$ cat config.mk
export PLATFORM = sky130hd
export DESIGN_NAME = channel_peak_tracker
export DESIGN_NICKNAME = d
export VERILOG_FILES = /design/src/rtl/acoustics_pkg.sv /design/src/rtl/peak_lane.sv /design/src/rtl/channel_peak_tracker.sv
export SDC_FILE = /design/constraint.sdc
export NUM_CORES = 1
export LEC_CHECK = 0
export BUFFER_PORTS_ARGS = -buffer_cell sky130_fd_sc_hd__buf_2
export CORE_MARGIN = 1
export CORE_UTILIZATION = 56
export DETAILED_ROUTE_END_ITERATION = 7
export PLACE_DENSITY = 0.77
export SLEW_MARGIN = 0
export SYNTH_ARGS = -nofsm -noshare
export SYNTH_HDL_FRONTEND = slang
export SYNTH_SLANG_ARGS = --single-unit
export TNS_END_PERCENT = 10
$ cat constraint.sdc
create_clock -name clk -period 8.4 [get_ports clk]
set_input_delay 1.26 -clock clk [delete_from_list [all_inputs] [get_ports clk]]
set_output_delay 1.26 -clock clk [all_outputs]
set_load 0.05 [all_outputs]
$ cat src/rtl/acoustics_pkg.sv
// Shared helpers for the acoustics acquisition path: channel-select width,
// sign-aware compare and per-mode clear value.
package acoustics_pkg;

   localparam int CMP_W = 64;

   function automatic int ch_sel_w(input int num_ch);
      return (num_ch > 1) ? $clog2(num_ch) : 1;
   endfunction

   // Operands arrive zero-extended; flipping bit w-1 maps two's complement
   // order onto unsigned order, so one comparator serves both modes.
   function automatic logic gt_sel(input logic [CMP_W-1:0] a,
                                   input logic [CMP_W-1:0] b,
                                   input int               w,
                                   input logic             signed_mode);
      logic [CMP_W-1:0] bias;
      bias = signed_mode ? (CMP_W'(1) << (w - 1)) : '0;
      return (a ^ bias) > (b ^ bias);
   endfunction

   function automatic logic [CMP_W-1:0] clear_val(input int w, input logic signed_mode);
      return signed_mode ? (CMP_W'(1) << (w - 1)) : '0;
   endfunction

endpackage

$ cat src/rtl/peak_lane.sv
// One channel of the peak tracker: running max/index/count/seen state and
// the snapshot registers loaded on each window boundary.
module peak_lane
   import acoustics_pkg::*;
#(
   parameter int DATA_W      = 10,
   parameter int IDX_W       = 12,
   parameter int SEL_W       = 2,
   parameter int CH          = 0,
   parameter int SIGNED_MODE = 0
) (
   input  logic              clk,
   input  logic              reset,
   input  logic              sample_valid,
   input  logic [SEL_W-1:0]  sample_ch,
   input  logic [DATA_W-1:0] sample_data,
   input  logic              window_end,
   output logic [DATA_W-1:0] snap_value,
   output logic [IDX_W-1:0]  snap_index,
   output logic              snap_seen
);

   localparam logic [DATA_W-1:0] CLR_VAL = DATA_W'(clear_val(DATA_W, SIGNED_MODE != 0));

   logic [DATA_W-1:0] run_max, nxt_max;
   logic [IDX_W-1:0]  run_idx, nxt_idx;
   logic [IDX_W-1:0]  cnt, nxt_cnt;
   logic              seen, nxt_seen;
   logic              accept;
   logic              gt;

   // sample_valid qualifies sample_ch/sample_data for exactly one cycle; there
   // is no ready, every valid sample addressed to this lane is taken.
   assign accept = sample_valid && (sample_ch == SEL_W'(CH));
   assign gt     = gt_sel(CMP_W'(sample_data), CMP_W'(run_max), DATA_W, SIGNED_MODE != 0);

   always_comb begin
      nxt_max  = run_max;
      nxt_idx  = run_idx;
      nxt_cnt  = cnt;
      nxt_seen = seen;
      if (accept) begin
         // Strict compare keeps the earliest index on ties.
         if (!seen || gt) begin
            nxt_max = sample_data;
            nxt_idx = cnt;
         end
         if (cnt != '1) begin
            nxt_cnt = cnt + 1'b1;
         end
         nxt_seen = 1'b1;
      end
   end

   // Reset zeroes run_max even in signed mode; seen=0 forces the first load.
   always_ff @(posedge clk or posedge reset) begin
      if (reset) begin
         run_max    <= '0;
         run_idx    <= '0;
         cnt        <= '0;
         seen       <= 1'b0;
         snap_value <= '0;
         snap_index <= '0;
         snap_seen  <= 1'b0;
      end else if (window_end) begin
         snap_value <= nxt_seen ? nxt_max : CLR_VAL;
         snap_index <= nxt_seen ? nxt_idx : '0;
         snap_seen  <= nxt_seen;
         run_max    <= CLR_VAL;
         run_idx    <= '0;
         cnt        <= '0;
         seen       <= 1'b0;
      end else begin
         run_max <= nxt_max;
         run_idx <= nxt_idx;
         cnt     <= nxt_cnt;
         seen    <= nxt_seen;
      end
   end

endmodule

$ cat src/rtl/channel_peak_tracker.sv
// Multi-channel windowed peak detector: per-channel lanes plus the
// result_valid pulse and packing of the snapshot buses (ch0 in LSBs).
module channel_peak_tracker
   import acoustics_pkg::*;
#(
   parameter int DATA_W      = 10,
   parameter int NUM_CH      = 4,
   parameter int IDX_W       = 12,
   parameter int SIGNED_MODE = 0
) (
   input  logic                          clk,
   input  logic                          reset,
   input  logic                          sample_valid,
   input  logic [ch_sel_w(NUM_CH)-1:0]   sample_ch,
   input  logic [DATA_W-1:0]             sample_data,
   input  logic                          window_end,
   output logic [NUM_CH*DATA_W-1:0]      peak_value,
   output logic [NUM_CH*IDX_W-1:0]       peak_index,
   output logic [NUM_CH-1:0]             ch_seen,
   output logic                          result_valid
);

   localparam int SEL_W = ch_sel_w(NUM_CH);

   // Channel numbers >= NUM_CH match no lane and are dropped there.
   for (genvar c = 0; c < NUM_CH; c++) begin : g_lane
      peak_lane #(
         .DATA_W      (DATA_W),
         .IDX_W       (IDX_W),
         .SEL_W       (SEL_W),
         .CH          (c),
         .SIGNED_MODE (SIGNED_MODE)
      ) u_lane (
         .clk          (clk),
         .reset        (reset),
         .sample_valid (sample_valid),
         .sample_ch    (sample_ch),
         .sample_data  (sample_data),
         .window_end   (window_end),
         .snap_value   (peak_value[c*DATA_W +: DATA_W]),
         .snap_index   (peak_index[c*IDX_W +: IDX_W]),
         .snap_seen    (ch_seen[c])
      );
   end

   always_ff @(posedge clk or posedge reset) begin
      if (reset) begin
         result_valid <= 1'b0;
      end else begin
         result_valid <= window_end;
      end
   end

endmodule

==> Word-level counts from Yosys, hierarchy flattened <==
Index checks and enable logic that the tools add are counted.
{ "op_classes": {"addsub": 4, "multipliers": 0, "n_div": 0, "order_cmp": 4, "n_eq_ne": 7, "n_shift": 0, "mux": 52, "bitwise_logic": 0, "n_reduce_logical": 25} }
{ "ops": {"columns": ["cell", "n"], "rows": [
  ["2-to-1 mux 12 bit", 28],
  ["2-to-1 mux 10 bit", 16],
  ["adder 12 x 1 -> 12 bit (second input constant)", 4],
  ["!= test 12 bit (second input constant)", 4],
  ["> comparator 10 bit", 4],
  ["nonzero test 2 bit", 8],
  ["2-to-1 mux 1 bit", 8],
  ["AND reduction 2 bit", 4],
  ["equality test 2 bit (second input constant)", 2],
  ["logical AND 1 bit", 4],
  ["zero test 1 bit", 4],
  ["logical OR 1 bit", 4],
  ["equality test 2 x 1 -> 1 bit (second input constant)", 1],
  ["zero test 2 bit", 1]
]} }
{ "word_totals": {"regBits": 233, "latchBits": 0, "ram_bits": 0, "mem_bits_ro": 0, "wordCells": 121, "mem_count": 0} }

==> Depth between registers and ports, before layout <==
Gate-level depths: netlist of the first run.
{ "depth": {"depth_word": 5, "mapped_depth": 9} }

==> By module <==
Synthesis of the first run repeated with hierarchy kept, for this count alone.
{ "unflattened": {"cells_unflattened": 1244, "hier_area_um2": 11941.5} }
{ "modules_own_cells": {"columns": ["mod", "n_inst", "cells_per_inst", "area_each_um2", "seq_area_each_um2"], "rows": [
  ["peak_lane at g_lane[1].u_lane ...", 2, 310, 2969.1, 1451.4],
  ["peak_lane at g_lane[0].u_lane", 1, 312, 2992.9, 1451.4],
  ["peak_lane at g_lane[3].u_lane", 1, 310, 2981.6, 1451.4],
  ["channel_peak_tracker", 1, 2, 28.8, 25.0]
]} }

==> Least setup slack after synthesis of the first run <==
No wires, ideal clock.
{ "synth_path": {"kind": "input -> register", "startpoint": "input port sample_data[5]", "endpoint": "register g_lane[3].u_lane.snap_index[10]", "t_arrival_ns": 2.919, "setup_slack_ns": 5.355, "path_stages": 7, "path_buffers": 1, "cell_sequence": "ha_1 > a21oi_1 > o21ai_0 > a2111oi_4 > buf_4 > nor3_1 > a221o_1"} }
{ "synth_via": {"elab_chain_cells": 5} }
{ "synth_rtl": {"columns": ["item", "line_no", "source"], "rows": [
  ["start, declared", "channel_peak_tracker.sv:15", "input logic [DATA_W-1:0] sample_data,"],
  ["> comparator 10 bit", "acoustics_pkg.sv:19", "return (a ^ bias) > (b ^ bias);"],
  ["logical OR 1 bit", "peak_lane.sv:44", "if (!seen || gt) begin"],
  ["2-to-1 mux 12 bit", "peak_lane.sv:44", null],
  ["2-to-1 mux 12 bit", "peak_lane.sv:42", "if (accept) begin"],
  ["2-to-1 mux 12 bit", "peak_lane.sv:67", "snap_index <= nxt_seen ? nxt_idx : '0;"],
  ["end signal, assigned", "peak_lane.sv:67", null],
  ["end, declared", "peak_lane.sv:19", "output logic [IDX_W-1:0] snap_index,"]
]} }
Every way passes these cells.
A chain may end at the register's enable or synchronous reset.

==> Worst setup path in the final report of the first run <==
{ "layout_path": {"startpoint": "input port sample_data[7]", "endpoint": "register g_lane[2].u_lane.snap_index[10]"} }
{ "layout_via": {"elab_chain_cells": 5} }
{ "layout_rtl": {"columns": ["item", "line_no"], "rows": [
  ["> comparator 10 bit", "acoustics_pkg.sv:19"],
  ["logical OR 1 bit", "peak_lane.sv:44"],
  ["2-to-1 mux 12 bit", "peak_lane.sv:44"],
  ["2-to-1 mux 12 bit", "peak_lane.sv:42"],
  ["2-to-1 mux 12 bit", "peak_lane.sv:67"],
  ["end signal, assigned", "peak_lane.sv:67"],
  ["end, declared", "peak_lane.sv:19"]
]} }
Every way passes these cells.

==> impl_metrics.yaml, run 1 <==
run_status:
  status: "complete, no violations"
drt:
  wl_um: 29900
  ant_nets: 0
  wire_per_inst_um: 19.2
  vias: 9795
  detail_route.first_pass.iterations: 5
  drt-initial-drc-count: 906
  drc: 0
  via_per_inst: 6.29
setup_path:
  worstPathMaxFanout: 23
  critPathLaunchType: "input pin"
  arrival_ns: 4.25
  slowest_stage: "a21oi_2"
  cp-end-kind: "flop"
  cp.depth: 7
  r2r_cells: 7
  setup.worst_path.class: "in2reg"
  required_ns: 8.84
  cp.buffers_inverters: 1
  crit_chain: "buf_2 > ha_1 > nand4_1 > nor2_1 > a41oi_2 > a21oi_2 > a221o_1"
  crit_family: "compound AO/OA/AOI/OAI gates"
  cpPeakStageDelay_ns: 1.21
sta:
  worst_slew_pin_slew_ns: 1.23
  slew_headroom_pct: 17.8
  holdWs_ns: 0.474
  fin_setup_tns_ns: 0
  setup_viol: 0
  final_max_slew_viol_count: 0
  fin_crit_sh_pct: 45.4
  hold_viol: 0
  rsz0062_at_grt: "false"
  min_period_ns: 3.81
  fmax_mhz: 262
  skew_ns: 0.0232
logic_synthesis:
  syn_area_um2: 11900
  synthCells: 1218
  synth_edf_count: 0
  async_flop_share_pct: 100
  synth-seq-cells: 233
  synth_fp_nets: 1278
  synthFlopType: "dfrtp_1"
  synth_area_per_cell_um2: 9.74
  netlist.area_leader.share_pct: 49.1
  synth.area.top_cells: "dfrtp_1, a221o_1, ha_1"
  synth_cell_types: 51
  yosysTopAreaCell: "dfrtp_1"
  yosysSeqAreaShare_pct: 49.1
  yosysWarnings: 0
placed_design:
  io_buffers: 108
  placed_cell_area_um2: 12400
  globalplace.congestion: 0.841
  dp_hpwl_um: 19400
floorplanning:
  initial_core_util_pct: 57.9
  core_area_um2: 20500
  rows: 52
  die_area_um2: 21800
  ios: 109
  fp.dieW_um: 148
  die_h_um: 148
worst_hold_path:
  hold_depth: 1
  hold_path.class: "reg2reg"
power_and_ir_drop:
  p_sw_share_pct: 26.5
  peakVddDrop_uv: 195
  seqPwrFrac_pct: 47.2
  finalPower_mw: 2.45
  leakage_nw: 5.70
  p_int_mw: 1.80
  pwr-share-clk_pct: 43.1
  p_comb_share_pct: 9.6
  p_switching_uw: 649
  power_density_nw_per_um2: 186
global_route:
  grt_start_max_net_pins: 81
  antenna_found_initial: 0
  grt_use_total_pct: 27.7
  grt-ovfl-total: 0
  grt_pass1_wl_um: 49000
  grt_pass1_vias: 9212
clock_tree:
  cts_resized: 0
  clk_path_buf_depth: 3
  clk_latency_ns: 0.53
  post_cts_buffers: 0
  htreeDepth: 1
  cts_tree: "done"
  cts_root_buf: "clkbuf_16"
  cts_inserted_buffers: 25
  ctsHoldBuffers: 0
  clock-sinks: 233
  cts.reportedPaths.clkPinSlew_ns: 0.06
cells_and_area:
  nFillCells: 1634
  fin_util_pct: 64.5
  area_growth_pct: 11.3
  ff_latch_area_um2: 5830
  nNetsFinal: 1329
  post-route-cell-area_um2: 13200
  drive_above_1_share_pct: 14.0
  multi_input_area_um2: 5440
run:
  cap_violations: 0
==> Yosys cell counts, drive strengths merged (2+ instances only) <==
cell	count
dfrtp	233
o21ai	111
a21oi	108
nand3	99
a221o	88
clkbuf	70
nand2	68
nor2	68
nor3	56
inv	51
ha	44
nor2b	40
buf	25
nand4	25
xnor2	23
and2	13
nor4	13
xor2	11
a211oi	9
and4	8
nand2b	8
and3	5
a2111o	4
a2111oi	4
a41o	4
a41oi	4
nor4b	4
a311oi	3
or3	3
or4	3
and3b	2
mux2i	2
nand3b	2
==> cell usage in the layout, fill, tap and decap left out, types with 3 or more instances in the layout <==
master | synthesis | routed
a2111o_1 | 4 | 4
a2111oi_4 | 4 | 4
a211oi_1 | 6 | 6
a211oi_2 | 3 | 3
a21oi_1 | 105 | 104
a21oi_2 | 3 | 4
a221o_1 | 88 | 88
a311oi_1 | 3 | 3
a41o_1 | 4 | 4
a41oi_2 | 0 | 3
and2_1 | 13 | 13
and3_1 | 5 | 5
and4_1 | 8 | 8
buf_2 | 13 | 107
buf_4 | 6 | 11
clkbuf_1 | 70 | 5
clkbuf_16 | 0 | 25
clkbuf_8 | 0 | 3
clkinv_2 | 0 | 8
dfrtp_1 | 233 | 233
ha_1 | 44 | 44
inv_1 | 50 | 49
nand2_1 | 68 | 68
nand2b_1 | 8 | 8
nand3_1 | 99 | 99
nand4_1 | 25 | 25
nor2_1 | 66 | 66
nor2b_1 | 40 | 40
nor3_1 | 56 | 56
nor4_1 | 12 | 12
nor4b_1 | 4 | 4
o21ai_0 | 108 | 108
o21ai_1 | 3 | 3
or3_1 | 3 | 3
or4_1 | 3 | 3
xnor2_1 | 23 | 23
xor2_1 | 11 | 11
==> power by group through the flow <==
stage	Combinational, mW	Sequential (mW)	Clock, mW
floorplan	0.142	1.21	0
global route	0.260	1.16	1.11
CTS	0.237	1.16	1.07
detailed placement	0.236	1.18	0
global placement	0.231	1.18	0
finish	0.236	1.16	1.06
==> worst register-to-register path: cells and delay by family, from the launching register on <==
family                   cells  cell delay (ns)
AO/OA/AOI/OAI                3             2.13
flip-flops                   1             0.39
AND/OR/NAND/NOR              2             0.34
adder cells (fa/ha/maj)      1             0.31
buffers and inverters        1             0.06
==> registers in the layout (all words and copies together) (netlist names) <==
name,cells
g_lane.u_lane.snap_seen,4
result_valid,1
g_lane.u_lane.seen,4
g_lane.u_lane.run_max,40
g_lane.u_lane.snap_value,40
g_lane.u_lane.run_idx,48
g_lane.u_lane.cnt,48
g_lane.u_lane.snap_index,48
==> path summary, 6_finish.rpt <==
path,slack [ns],startpoint,to
hold reg to reg,0.47,g_lane[1].u_lane.run_idx[6]$_DFF_PP0_,g_lane[1].u_lane.snap_index[6]$_DFFE_PP0P_
max in group asynchronous,6.14,reset,g_lane[1].u_lane.seen$_DFF_PP0_
setup reg to reg,5.08,g_lane[2].u_lane.run_max[7]$_DFF_PP0_,g_lane[2].u_lane.snap_index[10]$_DFFE_PP0P_
hold / removal,0.47,g_lane[1].u_lane.run_idx[6]$_DFF_PP0_,g_lane[1].u_lane.snap_index[6]$_DFFE_PP0P_
min in group asynchronous,0.78,reset,g_lane[3].u_lane.snap_value[7]$_DFFE_PP0P_
setup / recovery,4.59,sample_data[7],g_lane[2].u_lane.snap_index[10]$_DFFE_PP0P_
==> cell type report <==
class                   instances  area share (%)
inverters                      51            1.51
well taps                     270            2.56
clock inverters                11           0.673
diodes                          1          0.0189
clock buffers                  33            5.19
flip-flops and latches        233            44.1
multi-input cells             839            41.1
repair buffers                119            4.76
==> metal layers <==
layer | part of all wire [%] | track usage, % | vias up
met2 | 46 | 42.9 | 353
met4 | 2.5 | 8.14 | 0
li1 | - | - | 4576
met5 | 0 | 0 | -
met3 | 7.0 | 4.60 | 56
met1 | 45 | 40.3 | 4810
==> cells by family after synthesis <==
logic type | Yosys count | synth area share (%)
adders and majority gates | 44 | 4.64
and+or+nand+nor | 421 | 18.2
AOI/OAI and AO/OA | 338 | 20.0
muxes | 2 | 0.169
DFF | 233 | 49.1
buffers and inverters | 146 | 5.26
xor gates and xnor gates | 34 | 2.51
==> through the flow <==
step	cells	worst slack, ns
after floorplan	1218	0.750
after global placement	1512	4.20
after detailed placement	1512	4.11
after CTS	1556	4.67
after global routing	1556	4.47
final	1557	4.59
No activity file was read; power rests on OpenSTA's default activity.
==> inputs of run 2 (changes only) <==
- ABC_AREA: not set -> 1
- clock period: 8.4 -> 3.6 ns (I/O delays scaled with it)
==> impl_metrics.yaml, run 2 <==
run_status:
  status: "complete, no violations"
sta:
  slew_headroom_pct: 35.2
  rsz0062_at_grt: "false"
  fin_crit_sh_pct: 67.1
  final_max_slew_viol_count: 0
  setup_viol: 0
  skew_ns: 0.0188
  setup_slack_ns: 1.19
  fmax_mhz: 414
  worst_slew_pin_slew_ns: 0.972
  fin_setup_tns_ns: 0
  min_period_ns: 2.41
  hold_viol: 0
logic_synthesis:
  yosysSeqAreaShare_pct: 49.3
  synth.area.mux_share_pct: 0
  synth.area.top_cells: "dfrtp_1, nand2_1, nand3_1"
  synth_area_per_cell_um2: 7.65
  yosysTopAreaCell: "dfrtp_1"
  synth_fp_nets: 1606
  synth_simple_gate_area_share_pct: 33.2
  yosysWarnings: 0
  synth_edf_count: 0
  synth.most_common_cell: "nand2_1"
  synth_fa_ha_area_share_pct: 4.66
  synth_compound_area_share_pct: 3.32
  synth-seq-cells: 233
  synthTopCellsByCount: "nand2_1, dfrtp_1, nand3_1, inv_1, nor2_1"
  synthCells: 1546
  async_flop_share_pct: 100
  syn_area_um2: 11800
  synth_top_family_by_area: "simple AND/OR/NAND/NOR gates"
  synthFlopType: "dfrtp_1"
  netlist.area_leader.share_pct: 49.3
  synth_cell_types: 33
  synth_xor_area_share_pct: 0.444
global_route:
  grt_use_total_pct: 27.3
  grt_start_max_net_pins: 161
  grt_pass1_vias: 9968
  grt_pass1_wl_um: 48400
  grt-ovfl-total: 0
  antenna_found_initial: 0
drt:
  wl_um: 28500
  vias: 10346
  wire_per_inst_um: 14.9
  drt-initial-drc-count: 674
  detail_route.first_pass.iterations: 7
  ant_nets: 0
  drc: 0
  via_per_inst: 5.39
floorplanning:
  rows: 52
  core_area_um2: 20500
  die_h_um: 147
  fp.dieW_um: 147
  die_area_um2: 21700
  initial_core_util_pct: 57.7
  ios: 109
placed_design:
  io_buffers: 108
  dp_hpwl_um: 18900
  place_ws_ns: 0.864
  globalplace.congestion: 0.897
setup_path:
  ff2ff_setup_slack_ns: 1.19
  crit_chain: "inv_1 > ha_1 > a21oi_1 > nand2_1 > nand2_1 > nand3_1 > nand2_1 > nand2_1 > nand2_1 > nand2_1 > nand3_1 > nand2_1"
  slowest_stage: "nand2_1"
  crit_top_cell: "nand2_1"
  setup.worst_path.class: "reg2reg"
  cp.buffers_inverters: 1
  arrival_ns: 2.81
  crit_family: "simple AND/OR/NAND/NOR gates"
  cp-end-kind: "flop"
  worstPathMaxFanout: 22
  required_ns: 4.00
  critPathLaunchType: "flop"
  cpPeakStageDelay_ns: 0.67
  r2r-end: "g_lane[3].u_lane.snap_value[5]$_DFFE_PP0P_"
  r2r_cells: 12
  worstReg2RegStart: "g_lane[3].u_lane.run_max[5]$_DFF_PP0_"
cells_and_area:
  drive_above_1_share_pct: 11.6
  nNetsFinal: 1693
  final_cell_mix: "nand2_1, dfrtp_1, nand3_1, inv_1, nor2_1"
  fin_util_pct: 65.7
  ff_latch_area_um2: 5830
  area_growth_pct: 13.8
  n_antenna_cell: 0
  nFillCells: 1711
  reg_top3: "g_lane.u_lane.cnt (48), g_lane.u_lane.run_idx (48), g_lane.u_lane.snap_index (48)"
  multi_input_area_um2: 4930
  mostFrequentLayoutCell: "nand2_1"
clock_tree:
  htreeDepth: 1
  ctsHoldBuffers: 0
  cts_inserted_buffers: 25
  cts.reportedPaths.clkPinSlew_ns: 0.07
  cts_tree: "done"
  post_cts_buffers: 0
  clock-sinks: 233
  cts_root_buf: "clkbuf_16"
  clk_path_buf_depth: 3
  clk_latency_ns: 0.53
  cts_resized: 0
power_and_ir_drop:
  peakVddDrop_uv: 296
  power_density_nw_per_um2: 472
  finalPower_mw: 6.36
  leakage_nw: 7.35
run:
  cap_violations: 0
worst_hold_path:
  hold_path.class: "in2async"
==> run 2: layout make-up <==
type / instances / area share [%]
multi-input cells: 1049 / 36.6
clock buffers: 34 / 5.35
clock inverters: 10 / 1.37
flip-flops and latches: 233 / 43.3
repair buffers: 128 / 5.34
well taps: 270 / 2.51
inverters: 196 / 5.51
==> run 2: power breakdown <==
group	switching [mW]	total, mW	internal [mW]
Combinational	0.592	0.788	0.196
Sequential	0.0525	2.77	2.72
Clock	1.04	2.79	1.75
Total	1.69	6.36	4.67
==> run 2: layer usage <==
metal	GRT usage, %	wire length (um)	up-vias	share of wire, %
li1	-	-	5034	-
met1	37.6	12600	4950	44
met2	44.8	13400	309	47
met3	4.13	1820	53	6.4
met4	7.89	664	0	2.3
met5	0	0	-	0
==> run 2: worst max-delay path by stage <==
stage,cells after the start,endpoint,startpoint
final,12,g_lane[3].u_lane.snap_value[5]$_DFFE_PP0P_,g_lane[3].u_lane.run_max[5]$_DFF_PP0_
after global routing,12,g_lane[3].u_lane.snap_value[5]$_DFFE_PP0P_,g_lane[3].u_lane.run_max[9]$_DFF_PP0_
after CTS,12,g_lane[3].u_lane.snap_value[5]$_DFFE_PP0P_,g_lane[3].u_lane.run_max[5]$_DFF_PP0_
after detailed placement,14,g_lane[3].u_lane.snap_index[0]$_DFFE_PP0P_,sample_data[0]
after global placement,12,g_lane[3].u_lane.snap_index[0]$_DFFE_PP0P_,sample_data[5]
after floorplan,1,g_lane[0].u_lane.cnt[0]$_DFFE_PP0P_,reset
==> run 2: cell families after synthesis <==
family,after synthesis
adders and majority gates,44
xor gates and xnor gates,6
AOI/OAI and AO/OA,72
buffers and inverters,264
DFF,233
and+or+nand+nor,927
==> run 2: worst register-to-register path, stage by stage, from the launching register on <==
cell and delay [ns]:
dfrtp_1 0.36, inv_1 0.07, ha_1 0.24, a21oi_1 0.21
nand2_1 0.08, nand2_1 0.06, nand3_1 0.06, nand2_1 0.07
nand2_1 0.07, nand2_1 0.67, nand2_1 0.16, nand3_1 0.17
nand2_1 0.08
==> run 2: per-stage QoR <==
stage	hold slack, ns	area [um^2]	instances
CTS	0.164	13500	1920
floorplan	0.454	11800	1546
global placement	0.457	12600	1876
finish	0.153	13500	1920
detailed placement	0.460	12600	1876
global route	0.187	13500	1920
